## config.mk

```make
export PLATFORM = sky130hd
export DESIGN_NAME = switch_debounce_select
export DESIGN_NICKNAME = d
export VERILOG_FILES = /design/src/rtl/switch_debounce_select.sv
export SDC_FILE = /design/constraint.sdc
export NUM_CORES = 1
export LEC_CHECK = 0
export ABC_AREA = 1
export CAP_MARGIN = 20
export CORE_UTILIZATION = 30
export CTS_BUF_LIST = sky130_fd_sc_hd__clkbuf_2
export CTS_CLUSTER_DIAMETER = 80
export DETAILED_ROUTE_END_ITERATION = 7
export PLACE_DENSITY = 0.55
export SYNTH_ARGS = -nofsm -noshare
export SYNTH_HDL_FRONTEND = slang
export SYNTH_SLANG_ARGS = --single-unit
```

## constraint.sdc

```tcl
create_clock -name i_Clk -period 1.5 [get_ports i_Clk]
set_input_delay 0.3 -clock i_Clk [delete_from_list [all_inputs] [get_ports i_Clk]]
set_output_delay 0.3 -clock i_Clk [all_outputs]
set_load 0.1 [all_outputs]
```

## src/rtl/switch_debounce_select.sv

```systemverilog
// Two-switch synchroniser + debouncer producing a registered 2-bit select and a one-cycle change strobe.
// Define DEBOUNCE_TOGGLE_EN for toggle mode (each debounced press inverts that switch's select bit).
module switch_debounce_select #(
  parameter int  DEBOUNCE_LIMIT = 250000,
  localparam int CNT_WIDTH      = $clog2(DEBOUNCE_LIMIT) + 1
) (
  input  logic       i_Clk,
  input  logic       i_Rst_L,
  input  logic       i_Switch_1,
  input  logic       i_Switch_2,
  output logic [1:0] o_Select,
  output logic       o_Changed
);

  localparam logic [CNT_WIDTH-1:0] CNT_MAX = CNT_WIDTH'(DEBOUNCE_LIMIT - 1);

  logic [1:0]                meta_q, meta_d;
  logic [1:0]                sync_q, sync_d;
  logic [1:0]                stable_q, stable_d;
  logic [1:0][CNT_WIDTH-1:0] cnt_q, cnt_d;
  logic                      changed_q, changed_d;

  // Counter only advances while the synced level disagrees with the accepted one,
  // so any agreeing cycle restarts qualification and the count can never pass CNT_MAX.
  always_comb begin
    meta_d   = {i_Switch_2, i_Switch_1};
    sync_d   = meta_q;
    stable_d = stable_q;
    cnt_d    = '0;
    for (int i = 0; i < 2; i++) begin
      if (sync_q[i] != stable_q[i]) begin
        if (cnt_q[i] == CNT_MAX) begin
          stable_d[i] = sync_q[i];
        end else begin
          cnt_d[i] = cnt_q[i] + CNT_WIDTH'(1);
        end
      end
    end
  end

  always_ff @(posedge i_Clk or negedge i_Rst_L) begin
    if (!i_Rst_L) begin
      meta_q    <= '0;
      sync_q    <= '0;
      stable_q  <= '0;
      cnt_q     <= '0;
      changed_q <= 1'b0;
    end else begin
      meta_q    <= meta_d;
      sync_q    <= sync_d;
      stable_q  <= stable_d;
      cnt_q     <= cnt_d;
      changed_q <= changed_d;
    end
  end

`ifdef DEBOUNCE_TOGGLE_EN
  logic [1:0] sel_q, sel_d;

  // Only debounced presses (0->1) flip the select; releases just update stable_q.
  always_comb begin
    sel_d     = sel_q ^ (stable_d & ~stable_q);
    changed_d = (sel_d != sel_q);
  end

  always_ff @(posedge i_Clk or negedge i_Rst_L) begin
    if (!i_Rst_L) begin
      sel_q <= '0;
    end else begin
      sel_q <= sel_d;
    end
  end

  assign o_Select = sel_q;
`else
  always_comb begin
    changed_d = (stable_d != stable_q);
  end

  assign o_Select = stable_q;
`endif

  assign o_Changed = changed_q;

endmodule

```

* Word-level counts from Yosys, hierarchy flattened
Index checks and enable logic that the tools add are counted.
Word-level totals: memories 0, latch bits 0, ROM bits 0, flip-flop bits (word level) 45, logic and storage cells 21, input bits 4, memory bits (writable) 0, output and inout bits 3
Operators by class: equal/unequal tests 5, $lt $le $gt $ge 0, reductions and logical operators 0, add/subtract/negate cells 2, bitwise operators 0, multipliers 0, muxes and demuxes 8, shift operators 0, divide/modulo/power cells 0
Operators by type and width (number):
- $mux 19 | 4
- $add 19x1->19 const B | 2
- $eq 19x18->1 const B | 2
- $mux 1 | 4
- $ne 1x1->1 | 2
- $ne 2x2->1 | 1

* Longest topological paths before layout
word-level depth 4, gate-level depth with buffers 8, mapped depth without buffers 8

* Worst setup path before layout
OpenSTA, ideal clock, no wires.
path kind reg2reg, start point register stable_q[0], in the netlist o_Select[0], end point register cnt_q[12] in the netlist's numbering, setup time 0.071 ns, stages on the path, launching flop included 5, data arrival time 1.629 ns, clock period less this slack 1.701 ns, data required time 1.429 ns, path slack -0.201 ns, cell sequence dfrtp_1 > xnor2_2 > nor2_4 > inv_2 > nor2_1
RTL lines:
- start: declaration | line 19 | logic [1:0] stable_q, stable_d;
- start signal: assignment | line 51 | stable_q <= stable_d;
- end signal: assignment | line 52 | cnt_q <= cnt_d;
- end: declaration | line 20 | logic [1:0][CNT_WIDTH-1:0] cnt_q, cnt_d;

==> impl_metrics.csv <==
group,metric,value,unit
grt,grt_pass1_vias,1869,
die,fp.dieArea,0.00842,mm^2
min_path,hold_start,"i_Switch_2",
finish,multi_input_area,0.00120,mm^2
logic_synthesis,synth_top_family_by_area,"simple AND/OR/NAND/NOR gates",
setup_path,worstReg2RegStart,"cnt_q[0]$_DFF_PN0_",
grt,overflow,0,
clock_network,cts_max_level,2,
setup_path,r2r_setup_slack,0.09,ns
finish,fillCellCount,827,
setup_path,reg2regPathDepth,6,
setup_path,r2r-end,"cnt_q[12]$_DFF_PN0_",
route,firstDrtPassIters,4,
placement,place.gp.congestion,0.844,
timing,post-route-min-period,1.41,ns
clock_network,root_buffer,"clkbuf_2",
route,wire_per_inst,11.2,um
route,vias_per_cell,4.44,
die,die_w,91.8,um
logic_synthesis,ys_warn_count,0,
setup_path,crit_end,"cnt_q[12]$_DFF_PN0_",
setup_path,crit_family,"simple AND/OR/NAND/NOR gates",
logic_synthesis,yosys.area.top_type,"dfrtp_1",
route,vias,1937,
logic_synthesis,synth_seq_area_share,46.6,%
die,initial_core_util,31.1,%
logic_synthesis,synth_fa_ha_area_share,1.04,%
setup_path,cp_cell_sequence,"ha_2, nand3_2, nor2_2, nand3_1, xor2_1, nor2_1",
timing,rsz0062_at_grt,"no",
setup_path,path_depth,6,
run_status,status,"completed",
timing,slew_headroom,75.9,%
setup_path,cp.arrival,1.79,ns
die,die_y,91.8,um
grt,grt_pass1_wl,8.62,mm
pwr,peakVddDrop,0.317,mV
logic_synthesis,synth.top_cell.area_share,46.6,%
finish,syn_to_final_growth,15.2,%
logic_synthesis,synth_nets,318,
min_path,hp-class,"input port to flip-flop",
grt,grt_util_all_layers,12.9,%
placement,portBuffers,6,
timing,final_max_slew_viol_count,0,
grt,grt_max_degree,24,
timing,final-setup-viol-count,0,
setup_path,start_kind,"flip-flop",
route,drc,0,
setup_path,slowest_stage,"dfrtp_1",
placement,place_area,0.00268,mm^2
route,antenna_left,0,
pwr,p_leak,1.16,nW
route,finalWirelength,4.89,mm
setup_path,cp.required,1.87,ns
setup_path,crit_buf_inv,0,
clock_network,cts_buffer_depth,2,
logic_synthesis,synth_area,0.00242,mm^2
setup_path,crit_fanout,5,
finish,diodes,0,
timing,fin_setup_tns,0,ns
setup_path,cpPeakStageDelay,0.42,ns
logic_synthesis,netlist_instances,312,
finish,regArea,0.00113,mm^2
finish,fin_area,0.00279,mm^2
clock_network,tritoncts,"built",
finish,fin_nets,339,
clock_network,clkSinkCount,45,
setup_path,crit_start,"cnt_q[0]$_DFF_PN0_",
logic_synthesis,synth-compound-area-share,1.81,%
logic_synthesis,synth-simple-area-share,36.8,%
timing,timing.fmax,708,MHz
logic_synthesis,synthXorXnorAreaFrac,7.87,%
grt,antenna_found_initial,0,
timing,finalClockSkew,0.0139,ns
setup_path,worstSetupEndpointType,"flip-flop",
route,drt_iter0_drc,69,
die,design.portCount,7,
clock_network,cts_buffers,5,
timing,post-route-period-util,94.2,%
timing,tightestPinTransition,0.362,ns
die,core,0.00777,mm^2
timing,hold_viol,0,
pwr,power_density,670,mW/mm^2
logic_synthesis,yosys-top-cells-area,"dfrtp_1, nor2_1, nand2_1",
run,max-cap-violations,0,
die,fp-row-count,32,
pwr,p_total,1.87,mW
setup_path,crit_type,"flip-flop to flip-flop",
finish,drive_gt1_share,15.3,%
clock_network,clk_latency,0.42,ns
logic_synthesis,ys_ff_latch,45,
logic_synthesis,synth_cell_types,24,
logic_synthesis,avgSynthCellArea,7.75,um^2
logic_synthesis,muxShareOfSynthArea,0,%
placement,dp_hpwl,3.59,mm
clock_network,clk_pin_slew,0.23,ns
sequential cells by signal, summed over array words and instances, names as in the netlist:
register   cells
sync_q         2
meta_q         2
o_Changed      1
o_Select       2
cnt_q         38
report_power, final:
part	switching [mW]	total (mW)	internal, mW
combinational	0.0666	0.105	0.0388
sequential	0.0143	1.25	1.23
clock	0.410	0.512	0.102
total	0.491	1.87	1.37
cell type report:
cell class | instances | area share, %
multi-input cells | 229 | 43.0
repair buffers | 14 | 5.30
clock inverters | 3 | 0.449
well taps | 102 | 4.58
clock buffers | 5 | 0.898
inverters | 38 | 5.21
flip-flops and latches | 45 | 40.5
metrics by stage:
step / setup WS, ns / util, % / instances / hold slack (ns)
3_3_place_gp: 0.0367 / 34.5 / 426 / 0.305
2_1_floorplan: 0.102 / - / 312 / 0.00441
4_1_cts: 0.000607 / 35.1 / 435 / 0.262
6_report: 0.0873 / 35.9 / 436 / 0.287
5_1_grt: 0.00455 / 35.9 / 436 / 0.257
3_5_place_dp: 0.0369 / 34.5 / 426 / 0.316
cell families (layout without fill, tap and decap cells):
logic type / after synthesis / count (layout)
flip-flops: 45 / 45
buffers and inverters: 38 / 60
adder cells (fa/ha/maj): 2 / 2
AO/OA/AOI/OAI: 8 / 8
AND/OR/NAND/NOR: 199 / 199
XOR/XNOR: 20 / 20
how the worst min path moves through the flow:
stage	endpoint	slack, ns	cells after the start
2_1_floorplan	cnt_q[0]$_DFF_PN0_	0.004	0
3_3_place_gp	cnt_q[30]$_DFF_PN0_	0.31	2
3_5_place_dp	cnt_q[29]$_DFF_PN0_	0.32	2
4_1_cts	meta_q[1]$_DFF_PN0_	0.26	1
5_1_grt	meta_q[1]$_DFF_PN0_	0.26	1
6_report	meta_q[1]$_DFF_PN0_	0.29	1
worst register-to-register path: cells and delay by family, from the launching register on:
family | cells | cell delay, ns
xor+xnor | 1 | 0.16
fa+ha+maj | 1 | 0.21
flops | 1 | 0.42
simple gates | 4 | 0.58
timing repair:
item,CTS,global route
setup buffers,0,1
resized for setup,0,13
hold endpoints to repair,45,0
hold buffers,1,0
setup endpoints to repair,0,25
layout by cell type (no fill, tap or decap), types with 2 or more instances in the layout:
cell type,instances
nor2_1,76
nand2_1,69
dfrtp_1,43
inv_1,34
xor2_1,16
nand3_1,15
nand4_1,9
nor2_4,8
buf_4,7
nand2_2,6
nor2_2,6
clkbuf_2,5
inv_2,3
o21ai_1,3
nor3_1,3
buf_12,3
nand3_4,2
a21oi_1,2
xnor2_1,2
nand3_2,2
clkinv_1,2
clkdlybuf4s50_1,2
dfrtp_2,2
layer usage:
layer	wire (um)	vias up	track usage, %
met2	2320	29	21.2
li1	-	1007	-
met1	2400	896	17.2
met3	127	5	2.74
met5	0	-	0
met4	51	0	3.91
cell usage after synthesis:
cell type / instances
a211oi_1: 1
ha_1: 2
nand3b_1: 1
nand3_2: 3
nand4_1: 9
nand3_1: 16
a21oi_1: 2
a31oi_1: 1
xor2_1: 16
xor2_2: 1
nor3_1: 3
inv_1: 35
xnor2_1: 2
dfrtp_1: 45
nor2_4: 5
nor2_2: 6
nand2_1: 69
nand2_2: 7
nor2_1: 79
o21ai_0: 1
inv_2: 3
nor3b_1: 1
xnor2_2: 1
o21ai_1: 3
(Power assumes the default switching activity.)
